[config.mk]
export PLATFORM = sky130hd
export DESIGN_NAME = mem_arbiter
export DESIGN_NICKNAME = d
export VERILOG_FILES = /design/src/rtl/mem_arbiter.sv
export SDC_FILE = /design/constraint.sdc
export NUM_CORES = 1
export LEC_CHECK = 0
export ABC_AREA = 0
export CAP_MARGIN = 10
export CORE_MARGIN = 10
export CORE_UTILIZATION = 44
export CTS_CLUSTER_DIAMETER = 200
export DETAILED_ROUTE_END_ITERATION = 8
export HOLD_SLACK_MARGIN = 0.03
export PLACE_DENSITY = 0.85
export SLEW_MARGIN = 20
export SYNTH_ARGS = -nofsm -noshare
export SYNTH_HDL_FRONTEND = slang
export SYNTH_SLANG_ARGS = --single-unit
[constraint.sdc]
create_clock -name clk -period 4.8 [get_ports clk]
set_clock_uncertainty 0.15 [all_clocks]
set_input_delay 0.96 -clock clk [delete_from_list [all_inputs] [get_ports clk]]
set_output_delay 0.96 -clock clk [all_outputs]
set_load 0.05 [all_outputs]
[src/rtl/mem_arbiter.sv]
// mem_arbiter: serializes the CPU instruction-fetch port (imem_*) and the
// data port (mem_*) onto a single downstream L2 port (l2_*).
//
// Ports:
//   clk, reset          - clock, synchronous active-high reset
//   imem_*              - instruction requester (request held until imem_resp)
//   mem_*               - data requester (request held until mem_resp)
//   l2_address/wdata/byte_enable/read/write - registered downstream request
//   l2_rdata, l2_resp   - downstream completion
//
// Data wins arbitration unless an instruction request has already watched
// STARVE_LIMIT consecutive data grants go by. Each transaction runs
// IDLE -> BUSY_x -> RESP -> IDLE, so back-to-back grants are 3+ cycles apart.
// Every output comes straight from a flop.
module mem_arbiter #(
  parameter int STARVE_LIMIT = 4,
  parameter int CNT_W        = 3
) (
  input  logic        clk,
  input  logic        reset,
  input  logic [15:0] imem_address,
  input  logic [15:0] imem_wdata,
  input  logic        imem_read,
  input  logic        imem_write,
  input  logic [1:0]  imem_byte_enable,
  output logic [15:0] imem_rdata,
  output logic        imem_resp,
  input  logic [15:0] mem_address,
  input  logic [15:0] mem_wdata,
  input  logic        mem_read,
  input  logic        mem_write,
  input  logic [1:0]  mem_byte_enable,
  output logic [15:0] mem_rdata,
  output logic        mem_resp,
  output logic [15:0] l2_address,
  output logic [15:0] l2_wdata,
  output logic [1:0]  l2_byte_enable,
  output logic        l2_read,
  output logic        l2_write,
  input  logic [15:0] l2_rdata,
  input  logic        l2_resp
);

  typedef enum logic [1:0] {IDLE, BUSY_I, BUSY_D, RESP} state_t;

  localparam logic [CNT_W-1:0] LIMIT = CNT_W'(STARVE_LIMIT);

  state_t           state, state_n;
  logic             owner_d;   // 1: data port owns the in-flight access
  logic [CNT_W-1:0] cnt;       // data grants made while I was waiting
  logic             i_pend, d_pend;
  logic             grant_i, grant_d;
  logic             done;      // L2 completion accepted this cycle

  always_ff @(posedge clk) begin
    if (reset) state <= IDLE;
    else       state <= state_n;
  end

  always_comb begin
    i_pend  = imem_read | imem_write;
    d_pend  = mem_read | mem_write;
    grant_i = 1'b0;
    grant_d = 1'b0;
    done    = 1'b0;
    state_n = state;
    case (state)
      IDLE: begin
        if (d_pend && (!i_pend || cnt < LIMIT)) begin
          grant_d = 1'b1;
          state_n = BUSY_D;
        end else if (i_pend) begin
          grant_i = 1'b1;
          state_n = BUSY_I;
        end
      end
      BUSY_I, BUSY_D: begin
        if (l2_resp) begin
          done    = 1'b1;
          state_n = RESP;
        end
      end
      RESP:    state_n = IDLE;
      default: state_n = IDLE;
    endcase
  end

  always_ff @(posedge clk) begin
    if (reset) begin
      l2_address     <= '0;
      l2_wdata       <= '0;
      l2_byte_enable <= '0;
      l2_read        <= 1'b0;
      l2_write       <= 1'b0;
      imem_rdata     <= '0;
      mem_rdata      <= '0;
      imem_resp      <= 1'b0;
      mem_resp       <= 1'b0;
      owner_d        <= 1'b1;
      cnt            <= '0;
    end else begin
      // resp is a single-cycle pulse; only a completion re-arms it
      imem_resp <= 1'b0;
      mem_resp  <= 1'b0;

      if (grant_d) begin
        l2_address     <= mem_address;
        l2_wdata       <= mem_wdata;
        l2_byte_enable <= mem_byte_enable;
        // read+write together is a write
        l2_write       <= mem_write;
        l2_read        <= mem_read & ~mem_write;
        owner_d        <= 1'b1;
        if (!i_pend)          cnt <= '0;
        else if (cnt != LIMIT) cnt <= cnt + 1'b1;
      end else if (grant_i) begin
        l2_address     <= imem_address;
        l2_wdata       <= imem_wdata;
        l2_byte_enable <= imem_byte_enable;
        l2_write       <= imem_write;
        l2_read        <= imem_read & ~imem_write;
        owner_d        <= 1'b0;
        cnt            <= '0;
      end

      if (done) begin
        l2_read  <= 1'b0;
        l2_write <= 1'b0;
        if (owner_d) begin
          mem_rdata <= l2_rdata;
          mem_resp  <= 1'b1;
        end else begin
          imem_rdata <= l2_rdata;
          imem_resp  <= 1'b1;
        end
      end
    end
  end

endmodule

==> results.md <==
Synth:
- The synthesized area divided by synthesized cell count is 8.49 um^2.
- Summing every instance area after synthesis gives 3400 um^2.
- The sequential element share of the synthesized area is 44.7%.
- The adder and majority gate portion of the synthesized area is 1.10%.
- The Yosys step of the flow raised 0 warnings.
- Synthesis produced a netlist with a net count of 495.
- The top cell type by area accounts for 44.7% of the synthesized area.
- In this run, synthesis inferred 0 flip-flops with an integrated enable.
- For this run, the leading register cell type out of synthesis is dfxtp_1.
- The synthesized flop and latch total is 76.
- The compound-cell area share of the yosys netlist is 33.7%.
- After synthesis, the share of cell area in mux cells is 0%.
- The most used standard cell by instance count after synthesis is dfxtp_1.
- The cell count after synthesis came out at 401.
- By area, the combinational part of the netlist is dominated by compound AO/OA/AOI/OAI gates.
- In the synthesized netlist the async set-or-reset flop fraction comes to 0%.
- The unique cell type count in the Yosys netlist is 40.
- dfxtp_1 takes more of the synthesized area than any other cell.
- After synthesis, the cell types taking the most area are dfxtp_1 45%, a211oi_2 9.9%, nand2_1 7.5%, a31oi_1 5.9%, a21oi_1 5.3%.
- The area share of xor/xnor cells in the synthesized design is 0%.
- Sorting the synthesized cells by how often they occur yields 76 x dfxtp_1, 68 x nand2_1, 39 x nor2_1.
- The synthesized netlist devotes 13.7% of its cell area to simple gates.

CTS:
- The number of gates resized after CTS was 0.
- The clock-pin transition on the worst setup and hold timing paths is 0.10 ns.
- The CTS sink count is 76.
- Buffers inserted during clock tree synthesis total 9.
- The clock tree root buffer cell is clkbuf_8.
- TritonCTS built the clock tree.
- The count of H-tree levels built during CTS is 3.
- The maximum buffer depth of the clock tree is 2.
- At the later pin of the worst-skew pair, clock insertion delay measures 0.36 ns.
- The post-CTS setup buffer count is 0.
- The count of hold-fix buffers inserted at cts is 0.

GRT:
- The first-pass GRT wire length is 18.2 mm.
- The number of global-route vias before repair is 3463.
- Summed over all layers, the global routing overflow is 0.
- The initial antenna violation count came to 0.
- Global routing consumed, over all layers together, 19.5% of the routing resources.
- The largest net degree at the start of global routing is 49.

Place:
- The placed wire-length estimate is 8.49 mm.
- The placed cell count is 628.
- The number of port buffers is 160.
- Summing all placed instances gives a cell area of 4970 um^2.
- At the end of routability-driven placement, the weighted congestion stood at 0.779.

Flow run:
- The number of maximum-capacitance constraint violations is 0.

Detailed routing:
- The detailed-route vias per instance is 5.49.
- After detailed routing, the average wire length per cell comes to 18.3 um.
- The first detailed-routing pass ran for 4 iterations.
- After detailed routing, the number of remaining DRC violations is 0.
- The first routing iteration left 140 violations.
- The total vias in the final route is 3542.
- The final routed wirelength across all metal layers is 11.8 mm.
- The number of nets with antenna violations after routing is 0.

Power and ir drop:
- Net switching is 48.2% of the power.
- Summed over all nets, the switching power comes to 1.57 mW.
- The fraction of power consumed by combinational cells is 56.7%.
- VDD sags by at most 0.330 mV.
- The internal power summed over all cells is 1.69 mW.
- The clock network is responsible for 16.1% of the overall power.
- For this design the ratio of total power to cell area is 627 nW/um^2.
- Of the total power, registers draw 27.2%.
- Summed over all cells, the static leakage comes to 1.81 nW.

Setup path:
- The startpoint of the lowest-slack register-to-register path is state[1]$_SDFFE_PP0P_.
- Traced cell by cell, the critical path runs through clkdlybuf4s50_1 -> o21a_1 -> buf_4 -> a31oi_1 -> a211oi_1.
- The beginning of the critical path is mem_write.
- The sort of element at the end of the critical path is a register.
- For this run, the slowest stage of the critical path takes 0.73 ns.
- Across all register-to-register paths, the minimum setup slack is 2.27 ns.
- For the worst setup path, the data arrival time is 3.11 ns.
- In this run the worst path has a maximum fanout of 19.
- For the worst setup path, the data required time is 4.92 ns.
- The critical path is of the input pin to register type.
- The kind of start point of the critical path is an input pin.
- The slowest library cell on the worst path is clkdlybuf4s50_1.

STA:
- The highest clock frequency the design can meet is 334 MHz.
- The max-slew violation total from the final report is 0.
- The final critical delay including setup and external delays is 2.99 ns.
- The setup total negative slack is 0 ns.
- The share of the clock period used by the worst path is 62.3%.
- Measured against its own limit, the worst slew margin works out to 35.7%.
- For the pin with the worst max-slew slack, the measured transition is 0.965 ns.
- The final setup violation count is 0.
- The count of final hold-check violations is 0.
- Hold is met by 0.308 ns.
- Setup repair after global routing left no endpoint under its margin.

Finish:
- The area of all placed cells without fillers is 5190 um^2.
- The core utilization of the finished layout is 68.2%.
- The antenna diode count is 0.
- The number of nets in the final layout is 632.
- The area added between synthesis and finish is 52.4%.
- Cells with a size suffix above 1 make up 10.5% of the layout.
- The count of cells in the finished layout, fillers not included, comes to 645.

Die:
- The die is 108 um wide.
- The initial core utilization is 44.8%.
- The number of primary I/O pins is 161.
- The vertical extent of the die is 108 um.
- The area of the core region is 7610 um^2.
- The floorplan step defined a die boundary enclosing 11700 um^2.
- The row count is 32.

Status:
- The flow ran to the end, and the final reports show no timing, DRC or antenna violations.

Min path:
- The tightest min-delay check is of the register to register type.
- The startpoint of the worst hold path is imem_rdata[8]$_SDFFE_PP0P_.
flip-flops by register name, summed over array words and instances (netlist names):
| register | count |
|---|---|
| owner_d | 1 |
| state | 2 |
| cnt | 3 |
| l2_byte_enable | 2 |
| imem_rdata | 16 |
| mem_resp | 1 |
| l2_address | 16 |
| l2_read | 1 |
| imem_resp | 1 |
| mem_rdata | 16 |
| l2_write | 1 |
| l2_wdata | 16 |
power by group through the flow:
stage	combinational, mW	sequential (mW)	clock [mW]
after floorplan	0.801	1.42	0
after global placement	1.81	0.892	0
after detailed placement	1.85	0.900	0
after CTS	1.85	0.885	0.526
after global routing	1.97	0.904	0.558
final	1.85	0.886	0.525
worst max-delay path, delay by kind of cell:
family / cells / cell delay (ns)
compound gates: 3 / 1.05
buf+inv: 2 / 1.09
final cells by class:
class	count	area, um^2
clock buffer	9	124
clock inverter	7	83.8
fill	604	2420
inverter	6	22.5
multi-input combinational	278	1650
sequential	76	1520
tap	102	128
timing repair buffer	167	1660
placed cells by master, fill, tap and decap left out, types with 2 or more instances in the layout:
master	Yosys	final
inv_6	0	2
nand2_1	68	68
o21a_1	3	3
o21ai_0	34	34
nand3b_1	2	2
a32oi_1	2	2
ha_1	3	3
a211oi_1	6	6
a21oi_1	36	36
a31oi_1	32	32
o21ai_2	1	2
nor2_1	39	39
buf_4	1	6
a211oi_2	27	27
o21ai_1	4	3
clkbuf_8	0	9
clkinv_4	0	2
nand3_1	3	3
inv_1	6	6
dfxtp_1	76	76
clkdlybuf4s50_1	0	159
worst paths after layout:
check / end / depth (start not counted)
hold reg to reg: imem_rdata[8]$_SDFFE_PP0P_ / 2
setup reg to reg: l2_wdata[4]$_SDFFE_PP0P_ / 6
hold / removal: imem_rdata[8]$_SDFFE_PP0P_ / 2
setup / recovery: l2_wdata[4]$_SDFFE_PP0P_ / 5
per-stage QoR:
step / power (mW) / setup WS, ns
2_1_floorplan: 2.22 / 2.48
3_3_place_gp: 2.71 / 1.50
3_5_place_dp: 2.75 / 1.46
4_1_cts: 3.26 / 1.83
5_1_grt: 3.43 / 1.63
6_report: 3.26 / 1.81
kinds of logic after synthesis:
group                    after synthesis
AND/OR/NAND/NOR                      117
flip-flops                            76
buffers and inverters                 47
adder cells (fa/ha/maj)                3
AO/OA/AOI/OAI                        158
per-layer routing:
metal	track usage (%)	vias to the layer above	routed length, um
met3	6.96	25	1180
met4	9.45	0	412
met1	22.4	1665	4630
li1	-	1701	-
met5	0	-	0
met2	31.5	151	5570
Power figures use the tool's default switching activity.
